===== config.mk =====
export PLATFORM = sky130hd
export DESIGN_NAME = stream_demux_1ton_flat
export DESIGN_NICKNAME = d
export VERILOG_FILES = /design/src/rtl/stream_demux_1ton_if.sv /design/src/rtl/stream_demux_1ton.sv /design/src/flat_wrapper.sv
export SDC_FILE = /design/constraint.sdc
export NUM_CORES = 1
export LEC_CHECK = 0
export CORE_UTILIZATION = 44
export CTS_CLUSTER_DIAMETER = 40
export CTS_CLUSTER_SIZE = 20
export DETAILED_ROUTE_END_ITERATION = 10
export PLACE_DENSITY = 0.85
export SLEW_MARGIN = 20
export SYNTH_ARGS = -nofsm -noshare
export SYNTH_HDL_FRONTEND = slang
export SYNTH_SLANG_ARGS = --single-unit

===== constraint.sdc =====
create_clock -name clk -period 2.15 [get_ports clk]
set_input_delay 0.43 -clock clk [delete_from_list [all_inputs] [get_ports clk]]
set_output_delay 0.43 -clock clk [all_outputs]
set_load 0.1 [all_outputs]

===== src/rtl/stream_demux_1ton_if.sv =====
// Bundles the producer-side stream, the N consumer channels and the status outputs of the demux.
// Pure wiring, so there is no latency through the interface itself.
// Backpressure is carried by in_ready toward the producer and by out_ready from each consumer.
`timescale 1ns/1ps
interface stream_demux_1ton_if #(
   parameter int DATA_W = 8,
   parameter int N_CH   = 4,
   parameter int SEL_W  = 2,
   parameter int CNT_W  = 8
);
   logic                     in_valid;
   logic                     in_ready;
   logic [DATA_W-1:0]        in_data;
   logic [SEL_W-1:0]         in_sel;
   logic                     in_last;
   logic [N_CH-1:0]          out_valid;
   logic [N_CH-1:0]          out_ready;
   logic [N_CH*DATA_W-1:0]   out_data;
   logic [N_CH-1:0]          out_last;
   logic                     busy;
   logic [CNT_W-1:0]         drop_cnt;

   // Producer and consumers (testbench or surrounding datapath)
   modport master (
      output in_valid, in_data, in_sel, in_last, out_ready,
      input  in_ready, out_valid, out_data, out_last, busy, drop_cnt
   );

   // The demux itself
   modport slave (
      input  in_valid, in_data, in_sel, in_last, out_ready,
      output in_ready, out_valid, out_data, out_last, busy, drop_cnt
   );
endinterface


===== src/rtl/stream_demux_1ton.sv =====
// Registered 1-to-N packet demux: select- or round-robin-routed, destination locked per packet.
// Latency 1 cycle from input accept to out_valid of the destination channel.
// in_ready follows only the current destination slot (combinational); out-of-range beats are dropped.
`timescale 1ns/1ps
module stream_demux_1ton #(
   parameter int DATA_W = 8,
   parameter int N_CH   = 4,
   parameter int SEL_W  = 2,
   parameter int MODE   = 0,
   parameter int CNT_W  = 8
) (
   input  logic                 clk,
   input  logic                 rst_n,
   stream_demux_1ton_if.slave   s_if
);

   localparam int               NP       = 1 << SEL_W;
   localparam logic [SEL_W-1:0] LAST_CH  = SEL_W'(N_CH - 1);
   localparam logic [CNT_W-1:0] CNT_MAX  = '1;

   typedef enum logic {ST_IDLE, ST_PKT} state_t;

   state_t                 r_state;
   state_t                 w_state_nxt;
   logic [SEL_W-1:0]       r_dest;
   logic [SEL_W-1:0]       w_dest_nxt;
   logic [SEL_W-1:0]       r_rr_ptr;
   logic [SEL_W-1:0]       w_rr_nxt;
   logic [SEL_W-1:0]       w_dest;
   logic                   w_drop;
   logic                   w_acc;
   logic [NP-1:0]          w_full;
   logic [NP-1:0]          w_rdy;
   logic [N_CH-1:0]        r_out_valid;
   logic [N_CH-1:0]        r_out_last;
   logic [N_CH*DATA_W-1:0] r_out_data;
   logic [CNT_W-1:0]       r_drop_cnt;

   // Destination of the current beat: fresh choice on a first beat, locked value mid-packet
   always_comb begin
      w_dest = r_dest;
      if (r_state == ST_IDLE) begin
         w_dest = (MODE != 0) ? r_rr_ptr : s_if.in_sel;
      end
   end

   assign w_drop = (int'(w_dest) >= N_CH);

   // Widen per-channel status to the full select range so any w_dest indexes safely
   always_comb begin
      w_full             = '0;
      w_rdy              = '0;
      w_full[N_CH-1:0]   = r_out_valid;
      w_rdy[N_CH-1:0]    = s_if.out_ready;
   end

   // A slot being drained this cycle can take a new beat, hence out_ready in the path
   assign s_if.in_ready = w_drop | ~w_full[w_dest] | w_rdy[w_dest];
   assign w_acc         = s_if.in_valid & s_if.in_ready;

   // FSM, destination lock and round-robin pointer registers
   always_ff @(posedge clk or negedge rst_n) begin
      if (!rst_n) begin
         r_state  <= ST_IDLE;
         r_dest   <= '0;
         r_rr_ptr <= '0;
      end else begin
         r_state  <= w_state_nxt;
         r_dest   <= w_dest_nxt;
         r_rr_ptr <= w_rr_nxt;
      end
   end

   // Next state: lock on an accepted non-last first beat, release on an accepted last beat
   always_comb begin
      w_state_nxt = r_state;
      w_dest_nxt  = r_dest;
      w_rr_nxt    = r_rr_ptr;
      if (w_acc) begin
         if (s_if.in_last) begin
            w_state_nxt = ST_IDLE;
            if ((MODE != 0) && !w_drop) begin
               w_rr_nxt = (r_rr_ptr == LAST_CH) ? '0 : r_rr_ptr + 1'b1;
            end
         end else if (r_state == ST_IDLE) begin
            w_state_nxt = ST_PKT;
            w_dest_nxt  = w_dest;
         end
      end
   end

   // One-entry output register per channel; loads on accept, empties on consumer handshake
   always_ff @(posedge clk or negedge rst_n) begin
      if (!rst_n) begin
         r_out_valid <= '0;
         r_out_last  <= '0;
         r_out_data  <= '0;
      end else begin
         for (int i = 0; i < N_CH; i++) begin
            if (w_acc && !w_drop && (int'(w_dest) == i)) begin
               r_out_valid[i]                 <= 1'b1;
               r_out_last[i]                  <= s_if.in_last;
               r_out_data[i*DATA_W +: DATA_W] <= s_if.in_data;
            end else if (s_if.out_ready[i]) begin
               r_out_valid[i] <= 1'b0;
            end
         end
      end
   end

   // Saturating count of beats discarded for an out-of-range destination
   always_ff @(posedge clk or negedge rst_n) begin
      if (!rst_n) begin
         r_drop_cnt <= '0;
      end else if (w_acc && w_drop && (r_drop_cnt != CNT_MAX)) begin
         r_drop_cnt <= r_drop_cnt + 1'b1;
      end
   end

   assign s_if.out_valid = r_out_valid;
   assign s_if.out_last  = r_out_last;
   assign s_if.out_data  = r_out_data;
   assign s_if.busy      = (r_state == ST_PKT);
   assign s_if.drop_cnt  = r_drop_cnt;

endmodule


===== src/flat_wrapper.sv =====
// flat-port wrapper written by rule: the top's interface ports become plain ports
module stream_demux_1ton_flat 
#(
   parameter int DATA_W = 8,
   parameter int N_CH   = 4,
   parameter int SEL_W  = 2,
   parameter int MODE   = 0,
   parameter int CNT_W  = 8
)
  (clk, rst_n, s_if_in_valid, s_if_in_data, s_if_in_sel, s_if_in_last, s_if_out_ready, s_if_in_ready, s_if_out_valid, s_if_out_data, s_if_out_last, s_if_busy, s_if_drop_cnt);
  stream_demux_1ton_if #(.DATA_W(DATA_W), .N_CH(N_CH), .SEL_W(SEL_W), .CNT_W(CNT_W)) s_if_i ();
  input  logic clk;
  input  logic rst_n;
  input wire logic [$bits(s_if_i.in_valid)-1:0] s_if_in_valid;
  input wire logic [$bits(s_if_i.in_data)-1:0] s_if_in_data;
  input wire logic [$bits(s_if_i.in_sel)-1:0] s_if_in_sel;
  input wire logic [$bits(s_if_i.in_last)-1:0] s_if_in_last;
  input wire logic [$bits(s_if_i.out_ready)-1:0] s_if_out_ready;
  output wire logic [$bits(s_if_i.in_ready)-1:0] s_if_in_ready;
  output wire logic [$bits(s_if_i.out_valid)-1:0] s_if_out_valid;
  output wire logic [$bits(s_if_i.out_data)-1:0] s_if_out_data;
  output wire logic [$bits(s_if_i.out_last)-1:0] s_if_out_last;
  output wire logic [$bits(s_if_i.busy)-1:0] s_if_busy;
  output wire logic [$bits(s_if_i.drop_cnt)-1:0] s_if_drop_cnt;
  assign s_if_i.in_valid = s_if_in_valid;
  assign s_if_i.in_data = s_if_in_data;
  assign s_if_i.in_sel = s_if_in_sel;
  assign s_if_i.in_last = s_if_in_last;
  assign s_if_i.out_ready = s_if_out_ready;
  assign s_if_in_ready = s_if_i.in_ready;
  assign s_if_out_valid = s_if_i.out_valid;
  assign s_if_out_data = s_if_i.out_data;
  assign s_if_out_last = s_if_i.out_last;
  assign s_if_busy = s_if_i.busy;
  assign s_if_drop_cnt = s_if_i.drop_cnt;
  stream_demux_1ton #(.DATA_W(DATA_W), .N_CH(N_CH), .SEL_W(SEL_W), .MODE(MODE), .CNT_W(CNT_W)) u_core (.clk(clk), .rst_n(rst_n), .s_if(s_if_i));
endmodule

[Word-level counts from Yosys, hierarchy flattened]
Index checks and enable logic that the tools add are counted.
Storage, ports and cells
  bits in registers: 43
  input bits: 18
  output and inout bits: 50
  logic and storage cells: 47
Operators by class
  order comparisons: 1
  equal/unequal tests: 3
  muxes and demuxes: 14
  bitwise logic cells: 5
  reductions and logical operators: 10
Operators by type and width (count)
  $mux W1: 11
  $reduce_bool A2 Y1: 4
  $bmux W1 S2: 2
  $eq A2 B2 Y1 const B: 2
  $logic_and A1 B1 Y1: 4
  $lt A2 B3 Y1 const B: 1
  $not A1 Y1: 3
  $reduce_and A3 Y1: 1
  $eq A2 B1 Y1 const B: 1
  $logic_not A2 Y1: 1
  $mux W2: 1
  $and A1 B1 Y1: 1
  $or A1 B1 Y1: 1

[Depth between registers and ports, before layout]
Gate-level depths: netlist of run 1.
  word-level depth: 8
  depth in mapped cells: 5
  mapped depth without buffers: 4

[Worst setup path after synthesis of run 1]
OpenSTA, ideal clock, no wires.
  kind: flip-flop to output port
  start point: register u_core.r_state, in the netlist u_core.s_if.busy
  end point: output s_if_in_ready
  arrival: 3278 ps
  data required time: 1720 ps
  setup slack: -1558 ps
  cell stages (with the launch flop): 4
  buffers on the path: 0
  cell sequence: dfrtp_1 -> mux2i_1 -> mux2i_1 -> mux2i_1
Between the ends
  word-level cells in the longest chain between the ends: 5
  elaborated cells between the ends (all ways): 7
  those cells by class: mux: 5; bitwise: 2
RTL lines
  start, declared: line stream_demux_1ton.sv:23  | state_t r_state;
  start signal, assigned: line stream_demux_1ton.sv:68  | r_state <= w_state_nxt;
  $mux W2 (*): line stream_demux_1ton.sv:42  | if (r_state == ST_IDLE) begin
  $bmux W1 S2: line stream_demux_1ton.sv:58  | assign s_if.in_ready = w_drop | ~w_full[w_dest] | w_rdy[w_dest];
  $mux W1 (implied by the code): line stream_demux_1ton.sv:58
  $not A1 Y1: line stream_demux_1ton.sv:58
  $or A1 B1 Y1 (*): line stream_demux_1ton.sv:58
  end, declared: line flat_wrapper.sv:19  | output wire logic [$bits(s_if_i.in_ready)-1:0] s_if_in_ready;
Mark *: on every way between the ends. The rest lies on a longest branch, timed or not. The select of a mux whose other input is x is not followed.

[Worst setup path after layout of run 1]
  start point: input s_if_in_sel[1]
  end point: output s_if_in_ready
Between the ends
  word-level cells in the longest chain between the ends: 5
  elaborated cells between the ends (all ways): 7
  those cells by class: mux: 5; bitwise: 2
RTL lines
  start, declared: line flat_wrapper.sv:16  | input wire logic [$bits(s_if_i.in_sel)-1:0] s_if_in_sel;
  $mux W2 (*): line stream_demux_1ton.sv:42
  $bmux W1 S2: line stream_demux_1ton.sv:58
  $mux W1 (implied by the code): line stream_demux_1ton.sv:58
  $not A1 Y1: line stream_demux_1ton.sv:58
  $or A1 B1 Y1 (*): line stream_demux_1ton.sv:58
Marked as above.

==> results of run 1 <==
==> layout make-up <==
type	instances	area share
Timing Repair Buffer	75	0.2350
Multi-Input combinational cell	74	0.2922
Clock buffer	6	0.02787
Sequential cell	43	0.4147
Tap cell	50	0.02403
Inverter	1	0.001442
Clock inverter	2	0.004805
==> kinds of logic (layout without fill, tap and decap cells) <==
logic type,Yosys count,count (layout),share of synthesized area
AOI/OAI and AO/OA,4,4,0.01421
and+or+nand+nor,17,17,0.06901
muxes,45,45,0.2896
other,1,8,0.002028
DFF,43,43,0.5819
buffers and inverters,11,84,0.04330
==> synth_stat cells <==
cell type	instances	area share
mux2i_1	6	0.032
mux2_2	29	0.18
mux2i_2	1	0.0074
conb_1	1	0.0020
a2bb2oi_1	1	0.0047
nand4b_2	2	0.016
buf_6	1	0.0061
dfrtp_1	43	0.58
mux2_4	9	0.073
buf_2	1	0.0027
nand2b_1	5	0.017
or4b_2	1	0.0054
nand2_1	5	0.010
nor2_1	1	0.0020
or3b_1	1	0.0047
and4bb_2	1	0.0068
inv_1	1	0.0020
buf_4	8	0.032
o22ai_1	2	0.0068
nand4_2	1	0.0068
a21oi_1	1	0.0027
==> metrics by stage <==
stage | hold WS [ps] | instance area (um2)
6_report | 122.6 | 2604
4_1_cts | 124.8 | 2596
3_3_place_gp | 427.5 | 2501
2_1_floorplan | 134.4 | 1917
5_1_grt | 158.2 | 2604
3_5_place_dp | 449.5 | 2501
==> critical path, cell delays in order <==
cell	delay (ps)
clkdlybuf4s50_1	460
mux2i_4	210
buf_4	170
mux2i_4	240
buf_12	200
==> final timing paths <==
check	from	endpoint	slack (ps)	cells past startpoint
max	s_if_in_sel[1]	s_if_in_ready	10	5
min	rst_n	u_core.s_if.out_data[26]	120	1
max reg2reg	u_core.s_if.busy	u_core.s_if.out_data[28]	230	5
min reg2reg	u_core.s_if.out_data[15]	u_core.s_if.out_data[15]	510	1
max in group asynchronous	rst_n	u_core.s_if.out_data[4]	1370	2
min in group clk	u_core.s_if.out_data[15]	u_core.s_if.out_data[15]	510	1
==> metal layers <==
metal / up-vias / routed length (um) / share of wire
met5: - / 0 / 0
met4: 0 / 56 / 0.014
met3: 8 / 254 / 0.064
met2: 45 / 1978 / 0.50
met1: 630 / 1688 / 0.42
li1: 568 / - / -
==> state kept, by name, summed over array words and instances, names as in the netlist <==
name,cells
u_core.r_dest,2
u_core.s_if.out_data,32
u_core.s_if.out_valid,4
u_core.s_if.out_last,4
u_core.s_if.busy,1
==> repair_timing <==
action	4_1_cts	5_1_grt
hold buffers	0	0
setup buffers	1	1
pin swaps	0	0
gates cloned	0	0
resized for setup	2	0
endpoints found under the setup margin	1	1
==> flow_metrics.tcl, run 1 <==
set metrics [dict create \
    cts_tree "done" \
    routabilityCongestion 0.8470 \
    grt.total_usage 0.1971 \
    die_y_um 66.83 \
    clockRootBuffer "clkbuf_8" \
    fin_worst_skew_ps 4.195 \
    finalSetupTns_ps 0 \
    grt-ovfl-total 0 \
    wire_per_inst_um 15.84 \
    clock.fmax_mhz 467.7 \
    final_common_cell "buf_4" \
    place_hpwl_mm 3.011 \
    seq_area_um2 1080 \
    routed_via_density 4.984 \
    antenna_found_initial 0 \
    htreeDepth 2 \
    initial_core_util 0.4590 \
    netlist_area_um2 1849 \
    cp-start-kind "input pin" \
    drt_first_iter_violations 22 \
    io_pins 68 \
    rsz0062_at_grt "true" \
    multiInputGateArea_um2 760.7 \
    synth_cell_types 21 \
    die_w_um 66.83 \
    avgSynthCellArea_um2 15.28 \
    area_delta_synth_final_pct 40.80 \
    cp-end-kind "output pin" \
    setup_violations 0 \
    seq_area_frac_synth 0.5819 \
    met3_usage 0.07021 \
    dpl.cell_count 241 \
    ys_ff_latch 43 \
    fin_nets 218 \
    drtPass1Iterations 2 \
    grt_pass1_vias 1310 \
    clk_path_buf_depth 2 \
    yosys_warnings 0 \
    drc 0 \
    nFillCells 309 \
    antenna_left 0 \
    diodes 0 \
    cp.arrival_ps 1710 \
    grt.busiest_layer "met2" \
    timing.slew.headroom 0.6295 \
    cts_sinks 43 \
    vias 1251 \
    path_clk_slew_ps 80 \
    grt_util_met2 0.3106 \
    die_area_um2 4466 \
    crit_required_ps 1720 \
    port_buffers 59 \
    layout_common_cells "buf_4 (57), dfrtp_1 (42), mux2_2 (29)" \
    slew_viol_final 0 \
    worstSkewPairLatency_ps 290 \
    crit_fanout 4 \
    tightestPinTransition_ps 555.7 \
    period_needed_ps 2138 \
    syn_inst 121 \
    coreArea_um2 4029 \
    grt_max_degree 26 \
    drive_gt1_frac 0.5721 \
    totalWireLength_mm 3.977 \
    path_class "input pin to output pin" \
    cts_inserted_buffers 5 \
    utilization 0.6463 \
    stdcell_count 251 \
    setup_ws_ps 11.72 \
    hold_violations 0 \
    maxCapViolCount 0 \
    status "completed" \
    grt_pass1_wl_mm 6.272 \
    period_share 0.9945 \
    grt_use_met1 0.2461 \
    rows 23 \
    hp-class "input pin to async pin" \
    post-place-ws_ps -111.1 \
]
Power of run 1 is left out: the tool's default activity adds up to more than one toggle a clock period on the data nets, which glitch-free logic cannot reach.
==> inputs of run 2 (changes only) <==
--- a/config.mk
+++ b/config.mk
@@ -5,11 +5,12 @@
 export SDC_FILE = /design/constraint.sdc
 export NUM_CORES = 1
 export LEC_CHECK = 0
-export CORE_UTILIZATION = 44
+export ABC_AREA = 1
+export CORE_UTILIZATION = 45
 export CTS_CLUSTER_DIAMETER = 40
 export CTS_CLUSTER_SIZE = 20
 export DETAILED_ROUTE_END_ITERATION = 10
-export PLACE_DENSITY = 0.85
+export PLACE_DENSITY = 0.77
 export SLEW_MARGIN = 20
 export SYNTH_ARGS = -nofsm -noshare
 export SYNTH_HDL_FRONTEND = slang
==> run 2 against run 1 <==
Against the previous run:
- core utilization rose by 0.77 points
- critical path type unchanged
- area after synthesis increased by 8.7%
- global-route usage grew 3.1 points
- highest routed layer unchanged
- wire length increased by 27%
- maximum frequency up 1.5%
- count of clock-buffer cells in the layout is 1 lower
==> flow_metrics.tcl, run 2 <==
set metrics [dict create \
    cts_setup_buffers 0 \
    status "completed" \
    ys_ff_latch 43 \
    nFillCells 364 \
    drc 0 \
    drt_first_iter_violations 128 \
    wire_per_inst_um 14.42 \
    grt.total_usage 0.2285 \
    slowest_delay_ps 500 \
    clock.fmax_mhz 474.8 \
    cts_inserted_buffers 5 \
    layout_common_cells "nand2_1 (96), buf_4 (54), dfrtp_1 (42)" \
    async_flop_share 1.000 \
    syn_inst 230 \
    place_area_um2 2585 \
    crit_buf_inv 3 \
    cts_sinks 43 \
    timing.slew.headroom 0.5837 \
    final_area_um2 2710 \
    grt-ovfl-total 0 \
    synthFlopType "dfrtp_1" \
    initial_core_util 0.4849 \
    path_clk_slew_ps 90 \
    die_y_um 68.83 \
    grt_pass1_vias 1550 \
    cp-end-kind "output pin" \
    rows 23 \
    maxCapViolCount 0 \
    crit_top_cell "nand2_1" \
    crit_required_ps 1720 \
    fin_worst_skew_ps 9.498 \
    htreeDepth 2 \
    drtPass1Iterations 4 \
    crit_chain "clkdlybuf4s50_1, inv_1, nand2_1, nand2_2, nand3_1, nand2_1, nor2_4, nand2_4, buf_12" \
    area_delta_synth_final_pct 34.87 \
    die_w_um 68.83 \
    synth-edff-count 0 \
    grt_max_degree 29 \
    grt.busiest_layer "met2" \
    io_pins 68 \
    cp_slowest_cell "clkdlybuf4s50_1" \
    synthTopCellsByArea "dfrtp_1 (54%), nand2_1 (18%), nand4_1 (12%)" \
    netlist_area_um2 2009 \
    final_common_cell "nand2_1" \
    vias 1792 \
    worstSkewPairLatency_ps 300 \
    slew_viol_final 0 \
    clockRootBuffer "clkbuf_8" \
    port_buffers 59 \
    synth_most_common_cell "nand2_1" \
    setup_violations 0 \
    hp-class "input pin to async pin" \
    largest_reg_flops 32 \
    synthDominantCellAreaShare 0.5355 \
    clk_path_buf_depth 2 \
    totalWireLength_mm 5.063 \
    yosys_warnings 0 \
    grt_pass1_wl_mm 7.652 \
    fin_nets 318 \
    met3_usage 0.04605 \
    cp-start-kind "input pin" \
    place_hpwl_mm 3.685 \
    routabilityCongestion 0.8787 \
    cp.arrival_ps 1680 \
    yosys.area.top_type "dfrtp_1" \
    seq_area_frac_synth 0.5355 \
    hold_violations 0 \
    path_class "input pin to output pin" \
    grt_util_met2 0.3468 \
    drive_gt1_frac 0.2757 \
    diodes 0 \
    antenna_left 0 \
    crit_family "buffers and inverters" \
    synth_cell_types 18 \
    grt_use_met1 0.3177 \
    tightestPinTransition_ps 624.4 \
    finalSetupTns_ps 0 \
    die_area_um2 4737 \
    antenna_found_initial 0 \
    period_share 0.9796 \
    cts_hold_buf 0 \
    routed_via_density 5.105 \
    avgSynthCellArea_um2 8.737 \
    synthTopCellsByCount "nand2_1 (98), dfrtp_1 (43), nand4_1 (38), buf_4 (8), inv_1 (8)" \
    crit_fanout 4 \
    period_needed_ps 2106 \
    cts_tree "done" \
    coreArea_um2 4144 \
]
==> run 2: final timing paths <==
| check | start | to | slack (ps) | cells past startpoint |
|---|---|---|---|---|
| setup / recovery | s_if_in_sel[1] | s_if_in_ready | 40 | 9 |
| hold / removal | rst_n | u_core.s_if.out_data[5] | 140 | 1 |
| setup reg to reg | u_core.s_if.busy | u_core.s_if.out_data[30] | 420 | 11 |
| hold reg to reg | u_core.s_if.out_data[21] | u_core.s_if.out_data[21] | 480 | 2 |
| max in group asynchronous | rst_n | u_core.s_if.out_data[17] | 1360 | 2 |
| min in group clk | u_core.s_if.out_data[21] | u_core.s_if.out_data[21] | 480 | 2 |
==> run 2: cells by family (layout without fill, tap and decap cells) <==
family	count (synthesis)	in the layout	synth area share
buf+inv	26	90	0.07907
flops	43	43	0.5355
compound gates	5	5	0.01245
other cells	1	8	0.001866
simple gates	155	155	0.3711
==> run 2: per-layer routing <==
layer  up-vias  wire length (um)
met5         -                 0
met4         0                72
met3         7               278
met2        60              2341
met1       828              2371
li1        897                 -
==> run 2: metrics by stage <==
step / hold WS (ps) / setup WS (ps) / instances / util
after floorplan: 134.4 / 82.67 / 237 / -
after global placement: 453.9 / 11.69 / 343 / 0.6238
after detailed placement: 460.5 / -11.35 / 343 / 0.6238
after CTS: 154.2 / 44.85 / 351 / 0.6510
after global routing: 172.7 / -20.06 / 351 / 0.6540
final: 138.2 / 43.88 / 351 / 0.6540
==> run 2: final cells by class <==
| type | instances | area [um2] | share of cell area |
|---|---|---|---|
| Inverter | 9 | 33.78 | 0.01247 |
| Tap cell | 50 | 62.56 | 0.02308 |
| Clock buffer | 5 | 68.82 | 0.02539 |
| Clock inverter | 3 | 43.79 | 0.01616 |
| Timing Repair Buffer | 73 | 613.1 | 0.2262 |
| Sequential cell | 43 | 1077 | 0.3975 |
| Multi-Input combinational cell | 168 | 810.8 | 0.2992 |
==> run 2: timing repair <==
action                                 CTS  global route
gates resized for setup                  0             4
setup endpoints to repair                0             1
endpoints found under the hold margin    0             0
==> run 2: worst reg2reg max path, delay by kind of cell, from the launching register on <==
kind,cells,cell delay (ps)
flip-flops,1,460
AND/OR/NAND/NOR,9,920
buffers and inverters,2,230
Power of run 2 is left out for the same reason.
==> inputs of run 3 (changes only) <==
--- a/config.mk
+++ b/config.mk
@@ -6,11 +6,12 @@
 export NUM_CORES = 1
 export LEC_CHECK = 0
 export ABC_AREA = 1
-export CORE_UTILIZATION = 45
+export CORE_UTILIZATION = 47
+export CTS_BUF_LIST = sky130_fd_sc_hd__clkbuf_4 sky130_fd_sc_hd__clkbuf_8
 export CTS_CLUSTER_DIAMETER = 40
 export CTS_CLUSTER_SIZE = 20
 export DETAILED_ROUTE_END_ITERATION = 10
-export PLACE_DENSITY = 0.77
+export PLACE_DENSITY = 0.84
 export SLEW_MARGIN = 20
 export SYNTH_ARGS = -nofsm -noshare
 export SYNTH_HDL_FRONTEND = slang
==> constraint.sdc (replaced) <==
create_clock -name clk -period 2.15 [get_ports clk]
set_input_delay 0.645 -clock clk [delete_from_list [all_inputs] [get_ports clk]]
set_output_delay 0.645 -clock clk [all_outputs]
set_load 0.1 [all_outputs]
==> run 3 against run 2 <==
Against the previous run:
- the run now ends with negative setup slack left
- via count increased by 8.5%
- wire length increased by 18%
- register-to-register slack got worse by 420 ps
- first-iteration DRC count increased by 30%
- sequential cell count unchanged
- final cell count increased by 1.1%
- die area decreased by 4.1%
- highest routed layer unchanged
==> flow_metrics.tcl, run 3 (synthesis results as in run 2) <==
set metrics [dict create \
    status "finished, violations left" \
    failed_checks "negative setup slack" \
    period_share 1.048 \
    die_area_um2 4541 \
    hold_ws_ps 389.9 \
    path_class "flip-flop to output pin" \
    rsz0062_at_grt "true" \
    largest_reg_flops 32 \
    wire_per_inst_um 16.85 \
    fin_worst_skew_ps 6.276 \
    cp-end-kind "output pin" \
    rows 23 \
    cts_inserted_buffers 5 \
    place_hpwl_mm 3.776 \
    cts_hold_buf 0 \
    grt_pass1_wl_mm 9.011 \
    hold_violations 0 \
    crit_end "s_if_in_ready" \
    clockRootBuffer "clkbuf_8" \
    clock.fmax_mhz 443.7 \
    slew_viol_final 0 \
    die_y_um 67.39 \
    cts_tree "done" \
    grt_max_degree 45 \
    setup_violations 2 \
    antenna_found_initial 0 \
    maxCapViolCount 0 \
    cts_sinks 43 \
    initial_core_util 0.4952 \
    timing.slew.headroom 0.6484 \
    hp-class "input pin to async pin" \
    dpl.cell_count 343 \
    port_buffers 59 \
    critPathLaunch "u_core.s_if.busy" \
    period_needed_ps 2254 \
    drc 0 \
    crit_required_ps 1500 \
    place_area_um2 3093 \
    die_w_um 67.39 \
    totalWireLength_mm 5.980 \
    setup_ws_ps -103.6 \
    drtPass1Iterations 4 \
    reg2reg_setup_slack_ps 0 \
    cp.arrival_ps 1610 \
    crit_fanout 7 \
    worstSkewPairLatency_ps 310 \
    final_area_um2 3316 \
    diodes 0 \
    drt_first_iter_violations 167 \
    fin_nets 322 \
    vias 1944 \
    cp-start-kind "flip-flop" \
    drive_gt1_frac 0.3475 \
    reg2reg_to "u_core.s_if.out_data[2]" \
    final_common_cell "nand2_1" \
    coreArea_um2 4058 \
    path_clk_slew_ps 80 \
    htreeDepth 2 \
    io_pins 68 \
    routed_via_density 5.476 \
    grt_pass1_vias 1842 \
    grt.total_usage 0.2797 \
    antenna_left 0 \
    stdcell_count 355 \
    layout_common_cells "nand2_1 (87), buf_12 (42), nand4_1 (38), dfrtp_1 (38), buf_4 (18)" \
    grt-ovfl-total 0 \
    rr_startpoint "u_core.s_if.busy" \
    reg2reg_depth 10 \
    post-place-ws_ps -567.1 \
    routabilityCongestion 0.8319 \
    tightestPinTransition_ps 527.4 \
    area_delta_synth_final_pct 65.01 \
    clk_path_buf_depth 2 \
]
==> run 3: area by class of cell <==
cell class / count / area (um2)
clock inverter: 3 / 43.79
sequential: 43 / 1085
fill: 196 / 742.0
clock buffer: 5 / 68.82
tap: 50 / 62.56
inverter: 9 / 38.79
timing repair buffer: 77 / 1126
multi-input combinational: 168 / 890.9
==> run 3: worst min-delay path by stage <==
stage / start / endpoint / cells past startpoint
global route: rst_n / u_core.s_if.out_data[8] / 2
CTS: rst_n / u_core.s_if.out_data[12] / 2
detailed placement: u_core.r_dest[1] / u_core.r_dest[1] / 2
global placement: u_core.r_dest[1] / u_core.r_dest[1] / 2
finish: rst_n / u_core.s_if.out_data[12] / 2
floorplan: rst_n / u_core.r_dest[0] / 0
==> run 3: per-stage QoR <==
stage	utilization	TNS [ps]
6_report	0.8171	-106.3
5_1_grt	0.8171	-4224
2_1_floorplan	-	0
4_1_cts	0.8023	-41.35
3_3_place_gp	0.7623	-18260
3_5_place_dp	0.7623	-21920
==> run 3: worst max-delay path, cell delays in order, from the launching register on <==
cell and delay (ps):
dfrtp_4 540, inv_6 110, nand2_4 50, nand2_4 100, nand2_1 80, nand2_1 60, nand2_1 70, nand2_2 80
nand2_4 60, buf_12 160
==> run 3: metal layers <==
metal	GRT usage	part of all wire	up-vias
met1	0.3591	0.39	904
met5	0	0	-
met4	0.1383	0.027	0
li1	-	-	899
met2	0.4375	0.50	123
met3	0.07095	0.085	18
==> run 3: timing repair <==
item,CTS,global route
endpoints found under the hold margin,0,0
pin swaps,9,7
setup endpoints to repair,43,41
setup buffers,3,1
resized for setup,24,13
Power of run 3 is left out for the same reason.
